--- config.mk ---
export PLATFORM = sky130hd
export DESIGN_NAME = fe_mux_lane_rx
export DESIGN_NICKNAME = d
export VERILOG_FILES = /design/src/rtl/fe_mux_pkg.sv /design/src/rtl/fe_mux_nib_fifo.sv /design/src/rtl/fe_mux_lane_rx.sv
export SDC_FILE = /design/constraint.sdc
export NUM_CORES = 1
export LEC_CHECK = 0
export CAP_MARGIN = 20
export CORE_ASPECT_RATIO = 1.75
export CORE_MARGIN = 4
export CORE_UTILIZATION = 45
export CTS_BUF_LIST = sky130_fd_sc_hd__clkbuf_4 sky130_fd_sc_hd__clkbuf_8
export DETAILED_ROUTE_END_ITERATION = 10
export PLACE_DENSITY = 0.68
export SETUP_SLACK_MARGIN = 0.4
export SLEW_MARGIN = 20
export SYNTH_ARGS = -nofsm -noshare
export SYNTH_HDL_FRONTEND = slang
export SYNTH_SLANG_ARGS = --single-unit
--- constraint.sdc ---
create_clock -name clk -period 1.8 [get_ports clk]
set_input_delay 0.18 -clock clk [delete_from_list [all_inputs] [get_ports clk]]
set_output_delay 0.18 -clock clk [all_outputs]
set_load 0.02 [all_outputs]
--- src/rtl/fe_mux_pkg.sv ---
// Shared definitions for the front-end mux lane receiver: parameter defaults,
// sync state encoding and the per-cycle pulse classification record.
package fe_mux_pkg;

  localparam int SYNC_PERIOD_DEF = 4;
  localparam int LOCK_COUNT_DEF  = 3;
  localparam int FIFO_DEPTH_DEF  = 4;
  localparam int NIB_W           = 4;

  localparam logic [7:0] ERR_CNT_MAX = 8'hFF;

  typedef enum logic [1:0] {
    SEARCH = 2'd0,
    CHECK  = 2'd1,
    LOCKED = 2'd2
  } sync_state_e;

  typedef struct packed {
    logic on_time;
    logic early;
    logic missed;
  } sync_evt_t;

endpackage

--- src/rtl/fe_mux_nib_fifo.sv ---
// Nibble FIFO with extended pointers; the head is presented combinationally
// and forced to zero while empty.
module fe_mux_nib_fifo
  import fe_mux_pkg::*;
#(
  parameter int DEPTH = FIFO_DEPTH_DEF,
  parameter int WIDTH = NIB_W
) (
  input  logic             clk,
  input  logic             rst_n,
  input  logic             push,
  input  logic [WIDTH-1:0] din,
  input  logic             pop,
  output logic [WIDTH-1:0] dout,
  output logic             empty,
  output logic             full
);

  localparam int AW = $clog2(DEPTH);

  logic [WIDTH-1:0] mem [DEPTH];
  logic [AW:0]      wr_ptr_q;
  logic [AW:0]      rd_ptr_q;
  logic             do_push;
  logic             do_pop;

  assign empty   = (wr_ptr_q == rd_ptr_q);
  assign full    = (wr_ptr_q[AW] != rd_ptr_q[AW]) &&
                   (wr_ptr_q[AW-1:0] == rd_ptr_q[AW-1:0]);
  assign do_pop  = pop && !empty;
  // A pop on the same edge frees the head slot, so a full FIFO still accepts.
  assign do_push = push && (!full || do_pop);
  assign dout    = empty ? '0 : mem[rd_ptr_q[AW-1:0]];

  // NOTE: the array is not reset; the pointers alone say which entries are live.
  always_ff @(posedge clk) begin
    if (do_push) mem[wr_ptr_q[AW-1:0]] <= din;
  end

  // NOTE: non-blocking assignments so every register samples pre-edge values.
  always_ff @(posedge clk or negedge rst_n) begin
    if (!rst_n) begin
      wr_ptr_q <= '0;
      rd_ptr_q <= '0;
    end else begin
      if (do_push) wr_ptr_q <= wr_ptr_q + 1'b1;
      if (do_pop)  rd_ptr_q <= rd_ptr_q + 1'b1;
    end
  end

endmodule

--- src/rtl/fe_mux_lane_rx.sv ---
// DDR lane receiver: tracks the external frame marker, assembles two lane
// bit-pairs into a nibble per half-frame and queues nibbles for the consumer.
module fe_mux_lane_rx
  import fe_mux_pkg::*;
#(
  parameter int SYNC_PERIOD = SYNC_PERIOD_DEF,
  parameter int LOCK_COUNT  = LOCK_COUNT_DEF,
  parameter int FIFO_DEPTH  = FIFO_DEPTH_DEF
) (
  input  logic             clk,
  input  logic             rst_n,
  input  logic             extclksync,
  input  logic             lane_0,
  input  logic             lane_180,
  output logic [NIB_W-1:0] nib_data,
  output logic             nib_valid,
  input  logic             nib_ready,
  output logic             locked,
  output logic [7:0]       sync_err_cnt,
  output logic             overflow,
  input  logic             clr_status
);

  localparam int PW = (SYNC_PERIOD > 1) ? $clog2(SYNC_PERIOD) : 1;
  localparam int GW = $clog2(LOCK_COUNT + 1);
  localparam logic [PW-1:0] PERIOD_LAST = PW'(SYNC_PERIOD - 1);
  localparam logic [GW-1:0] GOOD_TARGET = GW'(LOCK_COUNT);

  sync_state_e state_q, state_d;
  logic [GW-1:0] good_cnt_q, good_cnt_d;
  logic          err_run_q, err_run_d;  // one error already seen in a row
  logic          phase_q;
  logic [PW-1:0] period_cnt_q;
  logic [1:0]    nib_lo_q;
  logic          half_valid_q;
  sync_evt_t     evt;
  logic          sync_err;
  logic          leave_lock;
  logic          push;
  logic          pop;
  logic          fifo_empty;
  logic          fifo_full;

  always_comb begin
    evt.on_time = extclksync && (period_cnt_q == PERIOD_LAST);
    evt.early   = extclksync && (period_cnt_q != PERIOD_LAST);
    evt.missed  = !extclksync && (period_cnt_q == PERIOD_LAST);
    sync_err    = evt.early || evt.missed;
  end

  // Phase and period counter keep free-running across a missed marker.
  always_ff @(posedge clk or negedge rst_n) begin
    if (!rst_n) begin
      phase_q      <= 1'b0;
      period_cnt_q <= '0;
    end else begin
      phase_q      <= extclksync ? 1'b0 : ~phase_q;
      period_cnt_q <= (extclksync || evt.missed) ? '0 : period_cnt_q + 1'b1;
    end
  end

  always_ff @(posedge clk or negedge rst_n) begin
    if (!rst_n) begin
      state_q    <= SEARCH;
      good_cnt_q <= '0;
      err_run_q  <= 1'b0;
    end else begin
      state_q    <= state_d;
      good_cnt_q <= good_cnt_d;
      err_run_q  <= err_run_d;
    end
  end

  always_comb begin
    // NOTE: defaults first so no path through the case can infer a latch.
    state_d    = state_q;
    good_cnt_d = good_cnt_q;
    err_run_d  = err_run_q;
    case (state_q)
      SEARCH: begin
        if (extclksync) begin
          state_d    = CHECK;
          good_cnt_d = GW'(1);
        end
      end
      CHECK: begin
        if (evt.on_time) begin
          good_cnt_d = good_cnt_q + 1'b1;
          if (good_cnt_d >= GOOD_TARGET) begin
            state_d   = LOCKED;
            err_run_d = 1'b0;
          end
        end else if (sync_err) begin
          state_d = SEARCH;
        end
      end
      LOCKED: begin
        if (evt.on_time) begin
          err_run_d = 1'b0;
        end else if (sync_err) begin
          err_run_d = !err_run_q;
          if (err_run_q) state_d = SEARCH;
        end
      end
      default: state_d = SEARCH;
    endcase
  end

  always_comb begin
    locked     = (state_q == LOCKED);
    leave_lock = locked && (state_d != LOCKED);
    push       = phase_q && half_valid_q;
    pop        = nib_ready && !fifo_empty;
    nib_valid  = !fifo_empty;
  end

  // A partial nibble never survives loss of lock; queued nibbles do.
  always_ff @(posedge clk or negedge rst_n) begin
    if (!rst_n) begin
      nib_lo_q     <= '0;
      half_valid_q <= 1'b0;
    end else begin
      if (!phase_q && locked) nib_lo_q <= {lane_180, lane_0};
      if (leave_lock)               half_valid_q <= 1'b0;
      else if (!phase_q && locked)  half_valid_q <= 1'b1;
      else if (phase_q)             half_valid_q <= 1'b0;
    end
  end

  always_ff @(posedge clk or negedge rst_n) begin
    if (!rst_n) begin
      sync_err_cnt <= '0;
      overflow     <= 1'b0;
    end else if (clr_status) begin
      sync_err_cnt <= '0;
      overflow     <= 1'b0;
    end else begin
      if (locked && sync_err && (sync_err_cnt != ERR_CNT_MAX))
        sync_err_cnt <= sync_err_cnt + 8'd1;
      if (push && fifo_full && !pop) overflow <= 1'b1;
    end
  end

  fe_mux_nib_fifo #(
    .DEPTH (FIFO_DEPTH),
    .WIDTH (NIB_W)
  ) u_fifo (
    .clk   (clk),
    .rst_n (rst_n),
    .push  (push),
    .din   ({lane_180, lane_0, nib_lo_q}),
    .pop   (pop),
    .dout  (nib_data),
    .empty (fifo_empty),
    .full  (fifo_full)
  );

endmodule

==> results of run 1 <==
## worst max-delay path, delay by kind of cell (launching register included)
family,cells,cell delay [ns]
simple gates,2,0.69
flops,1,0.46
buf+inv,2,0.28
xor+xnor,1,0.16
## worst min-delay path by stage
stage / end / slack (ns) / cells after the start
floorplan: err_run_q / -0.12 / 0
global placement: period_cnt_q[0] / 0.42 / 1
detailed placement: period_cnt_q[0] / 0.43 / 1
CTS: sync_err_cnt[5] / 0.26 / 2
global route: err_run_q / 0.27 / 2
finish: sync_err_cnt[5] / 0.25 / 2
## placed cells by master (no fill, tap or decap), drive strengths merged, types with 2 or more instances in the layout
| master | synthesis | final |
|---|---|---|
| nand2b | 5 | 5 |
| and3 | 8 | 8 |
| buf | 2 | 38 |
| xnor2 | 4 | 4 |
| nand2 | 4 | 4 |
| xor2 | 3 | 3 |
| dfrtp | 26 | 26 |
| mux4 | 4 | 4 |
| dlygate4sd2 | 0 | 9 |
| nand3b | 2 | 2 |
| a41oi | 4 | 4 |
| clkbuf | 6 | 5 |
| nand3 | 2 | 2 |
| a21oi | 3 | 3 |
| o22ai | 2 | 2 |
| nor2 | 5 | 5 |
| inv | 9 | 9 |
| mux2i | 4 | 4 |
| and2 | 3 | 3 |
| bufinv | 0 | 2 |
| a311oi | 3 | 3 |
| nor2b | 7 | 7 |
| mux2 | 6 | 6 |
| a21boi | 3 | 3 |
| nor4b | 2 | 2 |
| edfxtp | 16 | 16 |
| a211oi | 3 | 3 |
| clkdlybuf4s50 | 0 | 6 |
| ha | 12 | 12 |
## per-stage QoR
stage / cell area (sq um) / setup WS [ns] / hold WS [ns]
final: 3160 / -0.0161 / 0.250
after global routing: 3160 / -0.0430 / 0.272
after CTS: 2960 / -0.00887 / 0.259
after detailed placement: 2580 / -0.246 / 0.428
after global placement: 2580 / -0.154 / 0.423
after floorplan: 2230 / 0.188 / -0.116
## report_power, final
group	internal, uW	switching (uW)
combinational	1030	814
clock	556	340
sequential	1070	114
## state kept, by name (all words and copies together) (netlist names)
name	count
overflow	1
period_cnt_q	2
u_fifo.rd_ptr_q	3
state_q	2
u_fifo.mem	16
good_cnt_q	2
sync_err_cnt	8
err_run_q	1
half_valid_q	1
phase_q	1
u_fifo.wr_ptr_q	3
nib_lo_q	2
## area by class of cell
| class | count | area, sq um | area share [%] |
|---|---|---|---|
| clock inverter | 3 | 68.8 | 2.18 |
| timing repair buffer | 53 | 492 | 15.6 |
| clock buffer | 5 | 68.8 | 2.18 |
| sequential | 42 | 1140 | 36.1 |
| multi-input combinational | 106 | 1290 | 40.8 |
| inverter | 9 | 36.3 | 1.15 |
| tap | 51 | 63.8 | 2.02 |
## metal layers
layer,track usage [%],up-vias
li1,-,719
met1,20.1,770
met2,29.8,34
met3,3.67,9
met4,7.17,0
met5,0,-
## kinds of logic after synthesis
| logic type | Yosys count |
|---|---|
| AND/OR/NAND/NOR | 46 |
| adder cells (fa/ha/maj) | 12 |
| XOR/XNOR | 7 |
| flip-flops | 42 |
| AO/OA/AOI/OAI | 27 |
| multiplexers | 14 |
| buffers and inverters | 17 |
## timing repair
item / in CTS / in global routing
setup endpoints to repair: 50 / 42
pin swaps: 10 / 11
endpoints found under the hold margin: 0 / 0
setup buffers: 11 / 5
gates resized for setup: 72 / 35
==> results.txt, run 1 <==
The flow ran to the end, but the final reports show violations. The final reports fail on negative setup slack. In the synthesized netlist, the cells that appear most often are 26 x sky130_fd_sc_hd__dfrtp_1, 16 x sky130_fd_sc_hd__edfxtp_1, 12 x sky130_fd_sc_hd__ha_1. Summing the areas of all and, or, nand and nor instances in the mapped netlist gives 13.8% of the synthesized area.

Wires add up to 4.96 mm. Yosys instantiated no cell more often than sky130_fd_sc_hd__dfrtp_1. Among all flip-flop cells after synthesis, the most frequent one is sky130_fd_sc_hd__dfrtp_1.

The worst setup path is captured at a flop. The async set or reset register ratio after synthesis is 61.9%, and the via count normalized by instance count is 5.70. The run gives 1.88 ns as the arrival time of the worst setup path. Clock latency on the worst-skew pair, taken at its later pin, is 0.30 ns. After synthesis, the share of cell area in mux cells is 9.33%. 0 antenna diodes ended up in the layout. The logs give 151 um for the amount of wire on met3 after detailed routing and 70.5% for the core utilization of the finished layout.

The startpoint identified for the worst register-to-register timing path is u_fifo.rd_ptr_q[0]. In the final routed layout, each cell accounts on average for 18.4 um. In this run the vertical extent of the chip is 98.8 um. The tools report the remaining max-slew budget at the tightest pin as 62.6%. Relative to the synthesized area, the layout overhead comes to 49.1%. Mean cell area of the mapped netlist: 12.8 sq um. The I/O pin count is 22. Detailed routing inserted a total of 1532 vias.

Dividing total power by cell area gives a power density of 1240 nW/um^2. The dominant cell type by count on the critical path was sky130_fd_sc_hd__buf_6. For this run, the slowest stage of the critical path takes 0.47 ns. The global router's overall resource usage is 17.3%. After layout, the worst path uses 101% of the clock period. The number of antenna violations at the first check in global routing was 0. The remaining antenna violation count was 0. The highest metal layer carrying signal wires in the routed design is met4. The initial core utilization was 47.3%. The final critical path time including I/O delays and setup is 1.82 ns, and the number of warnings issued by yosys is 0. The final worst setup slack is -0.0161 ns.

In this run the worst hold path is classified as in2async. The pin slew with the least headroom to its limit came out at 0.559 ns. The number of hold buffers added after CTS was 0. After detailed routing, the wire length on met1 is 1.86 mm. Setup violations remaining at the end of the flow were counted as 9. The tools report the starting DRC count in detailed routing as 27.

The most critical setup path has its endpoint at u_fifo.mem[3][2]. The critical path launch point was u_fifo.rd_ptr_q[0]. The share of synthesized area occupied by flip-flops and latches is 53.4%, and the xor/xnor cell area share of the yosys netlist is 3.25%. On the critical path, the stage with the largest delay is an instance of sky130_fd_sc_hd__or4_4. Across the VDD grid, the largest voltage drop is 0.00121 V. Walking the worst path, the cells encountered are buf_6 -> xor2_4 -> buf_6 -> or4_4 -> and3_4. The final-report hold violation count is 0, and the synthesis-stage register bit count is 42. By area the synthesized netlist is led by sky130_fd_sc_hd__dfrtp_1 31%, sky130_fd_sc_hd__edfxtp_1 23%, sky130_fd_sc_hd__ha_1 7.1%. Across the run, the number of max-cap violations was 0.

Summing the areas of all compound-gate instances in the mapped netlist gives 10.1% of the synthesized area. For the accumulated negative setup slack, the log shows -0.101 ns. The combinational family with the most area after synthesis was simple AND/OR/NAND/NOR gates. The number of nets in the synthesized netlist was 184; the width of the die was 59.9 um. In this run the core area contains 32 standard-cell rows. TritonCTS built the clock tree. The floorplan step defined a core boundary enclosing 4480 sq um. The CTS root buffer is sky130_fd_sc_hd__clkbuf_8. The tools report the leakage power total as 0.00132 uW. The detailed-routed wire length on met2 was 2.85 mm; the fill cell total of the finished layout was 290. By startpoint and endpoint, the worst setup path is classified as reg2reg. Once layout is complete, the cells apart from fillers number 269. Setup repair after global routing could not meet its margin everywhere. After clock tree synthesis, the clock-pin slew on the worst setup and hold paths is 0.08 ns. The synthesized design contains 16 enable-type register cells. Data on the critical path is required at its endpoint by 1.86 ns. The run gives 42 as the sink count of the clock tree.

Post-placement cell count: 245. The startpoint type of the worst setup path was a flop. In this run the critical register-to-register path is captured at u_fifo.mem[3][2].

Based on the critical path, the design can be clocked at up to 0.551 GHz. The run gives 7.80 mm as the first-pass GRT wire length. For the max-slew violation total from the final report, the log shows 0. The logs give 236 for the post-layout net count and 3.19 mm for the post-DP HPWL. Cells with a size suffix above 1 make up 50.0% of the layout. For the total power, the log shows 3930 uW.

The largest area contributor in the netlist is sky130_fd_sc_hd__dfrtp_1. The maximum number of pins on one net before global-route repair was 27. The synthesized design devotes to its leading area cell type 30.7% of total area.

The number of I/O port buffers came out at 21. After global routing the overflow that remains totals 0. The die covers 5920 sq um.

The synthesized netlist contains 45 unique library cells. The maximum count of clock buffers along a single path was 2; the gate count after technology mapping was 165. The congestion estimate from routability-driven global placement came to 0.701.

The largest fanout of any net on the critical path came out at 6. For the final database, setup skew stands at 0.00851 ns. The arithmetic-cell share of the synthesized area counting full adders, half adders and majority gates was 7.08%.

For this run, design rule violations remaining after detail routing come to 0. The via count of the first global-routing pass came out at 1682. Counting cells, the worst reg-to-reg path comes to 5.

For this run, the detailed router's first-pass iteration total came to 4. TritonCTS created 5 clock buffers. Across all register-to-register paths, the minimum setup slack is -0.02 ns.

The H-tree level count is 2, and the cell area after technology mapping is 2120 sq um.
Power figures use the tool's default switching activity.
==> run 2: changes to the inputs <==
--- a/config.mk
+++ b/config.mk
@@ -7,11 +7,11 @@
 export LEC_CHECK = 0
 export CAP_MARGIN = 20
 export CORE_ASPECT_RATIO = 1.75
-export CORE_MARGIN = 4
+export CORE_MARGIN = 2
 export CORE_UTILIZATION = 45
 export CTS_BUF_LIST = sky130_fd_sc_hd__clkbuf_4 sky130_fd_sc_hd__clkbuf_8
 export DETAILED_ROUTE_END_ITERATION = 10
-export PLACE_DENSITY = 0.68
+export PLACE_DENSITY_LB_ADDON = 0.08
 export SETUP_SLACK_MARGIN = 0.4
 export SLEW_MARGIN = 20
 export SYNTH_ARGS = -nofsm -noshare
==> run 2 against run 1 <==
The flow still finishes with violations (negative setup slack). Routed wire length shrank 11%. Flip-flop and latch count is the same. Highest routed layer unchanged. Largest power group unchanged. Clock power down 30%. Global-route usage rose by 0.78 points. Clock skew increased by 0.00082 ns. First-iteration DRC count is 44% higher. Critical endpoint unchanged.
==> results.txt, run 2 (synthesis results as in run 1) <==
At the pin with the least slew margin, the transition time is 0.564 ns. The clock drives 42 sinks. For this run, the top clock speed supported by timing is 0.532 GHz.

The logs give 0 for the final-report hold violation count and 0 for the number of antenna diodes. The library cell used most frequently in the layout, excluding fill and tap cells, is sky130_fd_sc_hd__buf_4. The placed instances occupy a cell area of 2580 sq um. The worst reg2reg path depth works out to 5. The flow ran to the end, but the final reports show violations.

Once detail routing completed, the nets flagged for antenna violations numbered 0. In this run, the number of DRC markers left after iteration 0 of detailed routing was 39. The dominant cell type by count on the critical path is sky130_fd_sc_hd__buf_6.

The total overflow left after global routing is 0. The signal on the critical path passes through buf_6 -> xor2_4 -> buf_6 -> or4_4 -> and3_4. On the final layout, the worst hold slack is 0.259 ns.

At the later pin of the worst-skew pair, clock insertion delay measures 0.30 ns. The logs give 3.09 mm for the post-DP HPWL and 0 for the max-slew violation total from the final report. Buffers inserted during clock tree synthesis total 5. In this run the critical register-to-register path is launched from u_fifo.rd_ptr_q[0]. The tightest min-delay check is of the in2async type.

The pre-antenna-repair detailed-routing pass consisted of 4 iterations. The core utilization of the finished layout came out at 64.4%. The number of antenna violations at the first check in global routing was 0; the clock slew at the register clock pins of the worst setup and hold paths was 0.09 ns.

For the placeable core region, the log shows 4620 sq um. Across the VDD grid, the largest voltage drop is 0.00101 V. The final reports fail on negative setup slack.

Portion of the clock cycle consumed by the worst path in the final layout: 104%. Between clock sinks in the finished design, the worst skew comes to 0.00933 ns. From left edge to right edge, the die measures 55.9 um. For this run, the post-layout net count is 235. TritonCTS built the clock tree.

Setup violations remaining at the end of the flow were counted as 18. The final worst setup slack is -0.0802 ns, and the maximum count of clock buffers along a single path is 2. Along the worst path, the maximum fanout reaches 6. The finished cells cover 2980 sq um.

Layout cell share with drive strength beyond 1: 45.2%. Via count of the first global-routing pass: 1569. In this run the critical register-to-register path is captured at u_fifo.mem[3][2]. Type of destination of the critical path: a flop. The final estimated routing congestion in global placement is 0.772. The first-pass GRT wire length is 7.35 mm. Critical path class: reg2reg. The logs give -0.216 ns for the pre-CTS setup slack and 368 for the fill cell total of the finished layout.

The sequential power share was 35.7%. Entering global routing, the biggest net connects 27 pins. Grouping stages by cell kind, the critical path spends the most delay in simple AND/OR/NAND/NOR gates.

The portion of total power attributed to the clock network is 19.6%. The area added between synthesis and finish was 40.4%; the worst path required time was 1.86 ns. The global router's overall resource usage was 18.1%; the hold buffer count at cts was 0.

CTS built an H-tree with a depth of 2. Setup repair after global routing could not meet its margin everywhere. In the layout the commonest cells are 29 x sky130_fd_sc_hd__buf_4, 21 x sky130_fd_sc_hd__dfrtp_1, 16 x sky130_fd_sc_hd__edfxtp_1. The flop-to-flop setup slack is -0.08 ns. The internal power consumption came out at 2100 uW. The number of I/O port buffers was 21; the remaining max-slew budget at the tightest pin was 62.3%. The net switching power came out at 1120 uW. The die area is 5300 sq um. The flip-flop count of the largest register after layout works out to 16. The tools report the initial core utilization as 45.8%. The tools report the startpoint type of the worst setup path as a flop. The logs give 4.42 mm for the total wirelength of the detailed-routed design and 1.94 ns for the arrival time of the worst setup path. In this run, the combinational gates consume 44.8% of the power. In the routed layout, each cell is associated on average with a via count of 5.54. Counting both buffers and inverters, the worst setup path holds a total of 2. For this block, the via count after detailed routing is 1490.

After layout, the minimum clock period comes to 1.88 ns. The power density relative to cell area was 1080 nW/um^2. The DRC violation count after routing was 0.

Dividing the detail-routed wire length by the instance count gives 16.4 um. In this run the core area contains 33 standard-cell rows. Max-cap violations in this run came to 0. The run gives 0.00125 uW as the leakage power total. The CTS root buffer was sky130_fd_sc_hd__clkbuf_8. The total power was 3210 uW. The die is 94.8 um tall. For this run, the slowest stage of the critical path takes 0.53 ns.

The share of total power consumed by net switching is 34.7%. For this design the top-level I/O count stands at 22. The slowest stage of the critical path is the sky130_fd_sc_hd__or4_4 cell.
==> run 2: area by class of cell <==
cell class                      instances  area (sq um)  area share, %
Sequential cell                        42          1140           38.2
Multi-Input combinational cell        106          1210           40.6
Clock inverter                          3          25.0          0.841
Tap cell                               52          65.1           2.19
Timing Repair Buffer                   52           434           14.6
Inverter                                9          36.3           1.22
Clock buffer                            5          68.8           2.31
==> run 2: how the worst max path moves through the flow <==
| stage | from | endpoint | cells past startpoint |
|---|---|---|---|
| after CTS | u_fifo.rd_ptr_q[0] | nib_data[1] | 6 |
| after detailed placement | u_fifo.rd_ptr_q[0] | nib_data[2] | 4 |
| after global routing | u_fifo.rd_ptr_q[0] | u_fifo.mem[3][0] | 5 |
| final | u_fifo.rd_ptr_q[0] | u_fifo.mem[3][2] | 5 |
| after floorplan | period_cnt_q[0] | sync_err_cnt[4] | 6 |
| after global placement | u_fifo.rd_ptr_q[0] | nib_data[3] | 4 |
==> run 2: what timing repair did <==
item | CTS | global route
gates cloned | 0 | 0
setup buffers | 7 | 8
resized for setup | 64 | 13
setup endpoints to repair | 46 | 40
pin swaps | 7 | 11
==> run 2: routing by layer <==
layer / share of wire (%) / vias to the layer above / track usage [%] / routed length (um)
met4: 1.2 / 0 / 7.74 / 53
met1: 38 / 750 / 18.8 / 1680
met2: 58 / 24 / 34.5 / 2550
met5: 0 / - / 0 / 0
li1: - / 712 / - / -
met3: 2.9 / 4 / 3.84 / 128
==> run 2: power by group through the flow <==
stage	logic [uW]	registers [uW]	clock network, uW
detailed placement	1070	1170	0
global placement	1040	1170	0
finish	1440	1150	628
global route	1530	1160	688
floorplan	624	1160	0
CTS	1310	1150	644
==> run 2: metrics by stage <==
stage,TNS (ns),instances
CTS,-0.395,261
global route,-1.76,269
global placement,-1.03,246
floorplan,0,165
detailed placement,-1.45,246
finish,-1.13,269
==> run 3: changes to the inputs <==
--- a/config.mk
+++ b/config.mk
@@ -17,3 +17,4 @@
 export SYNTH_ARGS = -nofsm -noshare
 export SYNTH_HDL_FRONTEND = slang
 export SYNTH_SLANG_ARGS = --single-unit
+export TNS_END_PERCENT = 50
==> run 3 against run 2 <==
Non-clock buffer count unchanged. Maximum frequency up 2.7%. Sequential share of layout area up 0.22 points. Largest cell class unchanged. First-iteration DRC count down 62%. Combinational power about the same. The flow still finishes with violations (negative setup slack). Via count up 1.5%. Highest routed layer unchanged. Hold slack worse by 0.013 ns.
==> results.txt, run 3 (synthesis results as in run 1) <==
The run finished, with violations left. The pin slew with the least headroom to its limit was 0.548 ns; the width of the die was 55.9 um. Dividing the final minimum period by the clock period gives 102%. The vertical die dimension was 94.8 um; the final standard cell count with taps included and fillers excluded was 270.

The area occupied by multi-input gates was 1190 sq um; the largest fanout of any net on the critical path was 6. The number of antenna violations at the first check in global routing was 0. The starting DRC count in detailed routing is 15, and the final-report hold violation count is 0. For the worst setup path, the data arrival time is 1.65 ns. The average wire length per cell after detail routing is 16.4 um, and the number of I/O port buffers is 21. For the number of rows created at floorplan, the log shows 33. For this run the aggregate overflow at the end of global routing stands at 0. After filler insertion, the fill cell instance count of the layout stands at 381. For the post-DP HPWL, the log shows 2.98 mm.

Clock tree synthesis found a total of 42 sinks. The worst setup path is captured at an output pin. The worst register-to-register path has a setup slack of 0.05 ns. In the final design database the tool counted 236 nets. The path category of the worst min-delay check is in2async.

The tools report the final clock skew as 0.00246 ns. The setup path with the least slack is of type reg2out. The register with the most flip-flops in the layout has 16 of them.

The pre-CTS setup slack is -0.276 ns, and the remaining antenna violation count is 0. Leaving out fill and tap cells, the most frequent cell in the layout is sky130_fd_sc_hd__buf_4. Entering global routing, the biggest net connects 27 pins.

The die area was 5300 sq um; the initial core utilization was 45.8%. For the source-to-sink clock delay at the later pin of the worst-skew pair, the log shows 0.30 ns. The final reports fail on negative setup slack. Summed over all failing endpoints, the final setup total negative slack is -0.0656 ns.

Clock-pin slew was measured on the worst setup and hold paths at 0.08 ns. I/O pin count: 22. The CTS root buffer was sky130_fd_sc_hd__clkbuf_8. The area growth from synthesis to layout is 39.5%.

0 antenna diodes ended up in the layout. Max capacitance violation total: 0. The power density relative to cell area was 1100 nW/um^2. In the global route stage, overall resource usage came out at 18.1%. VDD sags by at most 0.00113 V. The clock passes through at most 2 buffers. Setup repair after global routing could not meet its margin everywhere.

TritonCTS built the clock tree. The total area inside the core boundary comes to 4620 sq um. In this run the tightest slew margin relative to its limit is 63.3%. The via count normalized by instance count came out at 5.60. For this run, the detailed router's first-pass iteration total came to 4. Summing all flip-flop and latch instances after layout gives 1140 sq um. The total wirelength of the detailed-routed design came out at 4.44 mm. The run gives 2 as the H-tree level count. The routed design could run at a clock period as short as 1.83 ns. The via count of the first global-routing pass was 1516. TritonCTS created 5 clock buffers. The placed instances occupy a cell area of 2500 sq um. For the final estimated routing congestion in global placement, the log shows 0.766.

Cells with a size suffix above 1 make up 44.5% of the layout. With fillers left out, the area of the finished cells amounts to 2960 sq um. The maximum frequency from static timing analysis was 0.546 GHz. The leakage power total was 0.00125 uW.

The first global-routing pass estimated 7.32 mm of wire. Setup violations remaining at the end of the flow were counted as 4. In the layout the commonest cells are 24 x sky130_fd_sc_hd__buf_4, 22 x sky130_fd_sc_hd__dfrtp_1, 16 x sky130_fd_sc_hd__edfxtp_1. The run gives 1.62 ns as the worst path required time.

STA classifies the critical path startpoint as a flop. The logs give 0 for the max-slew violation total from the final report and 1512 for the number of vias after detailed routing. Including well taps, the total number of placed cells is 244. The final worst setup slack was -0.0312 ns; the core utilization of the finished layout was 63.9%.

The DRC violation count after routing is 0.
## run 3: what timing repair did
action	CTS	global route
hold buffers	0	0
setup endpoints to repair	48	41
gates resized for setup	71	13
cloned	1	0
pin swaps	19	20
buffers inserted	11	6
hold endpoints to repair	0	0
## run 3: path summary, 6_finish.rpt
kind / cells after the start / end / from
max in group asynchronous: 2 / u_fifo.rd_ptr_q[1] / rst_n
worst min-delay path: 2 / good_cnt_q[0] / rst_n
worst max-delay path: 4 / nib_data[1] / u_fifo.rd_ptr_q[0]
worst max register to register: 4 / u_fifo.mem[3][2] / u_fifo.rd_ptr_q[0]
min in group clk: 1 / phase_q / phase_q
worst min register to register: 1 / phase_q / phase_q
## run 3: where the power goes
group          switching [uW]  internal [uW]
Sequential               88.3           1070
Combinational             682            788
Clock                     353            280
Total                    1120           2140
## run 3: final cells by class
class / instances / area share, %
Clock buffer: 5 / 2.33
Tap cell: 52 / 2.20
Clock inverter: 3 / 0.846
Timing Repair Buffer: 52 / 14.9
Sequential cell: 42 / 38.4
Inverter: 9 / 1.14
Multi-Input combinational cell: 107 / 40.2
## run 3: metal layers
| layer | track usage, % | part of all wire (%) |
|---|---|---|
| met1 | 19.4 | 36 |
| met2 | 34.9 | 59 |
| met3 | 3.42 | 2.6 |
| met5 | 0 | 0 |
| met4 | 6.55 | 1.9 |
## run 3: metrics by stage
| step | hold slack (ns) | power, uW |
|---|---|---|
| floorplan | -0.116 | 1770 |
| global placement | 0.422 | 2170 |
| detailed placement | 0.440 | 2220 |
| CTS | 0.254 | 3190 |
| global route | 0.271 | 3450 |
| finish | 0.245 | 3260 |
## run 3: worst max-delay path: stages, from the launching register on
cell and delay, ns:
sky130_fd_sc_hd__dfrtp_2 0.46, sky130_fd_sc_hd__buf_4 0.14, sky130_fd_sc_hd__mux4_2 0.46, sky130_fd_sc_hd__nor2b_1 0.14, sky130_fd_sc_hd__buf_2 0.15
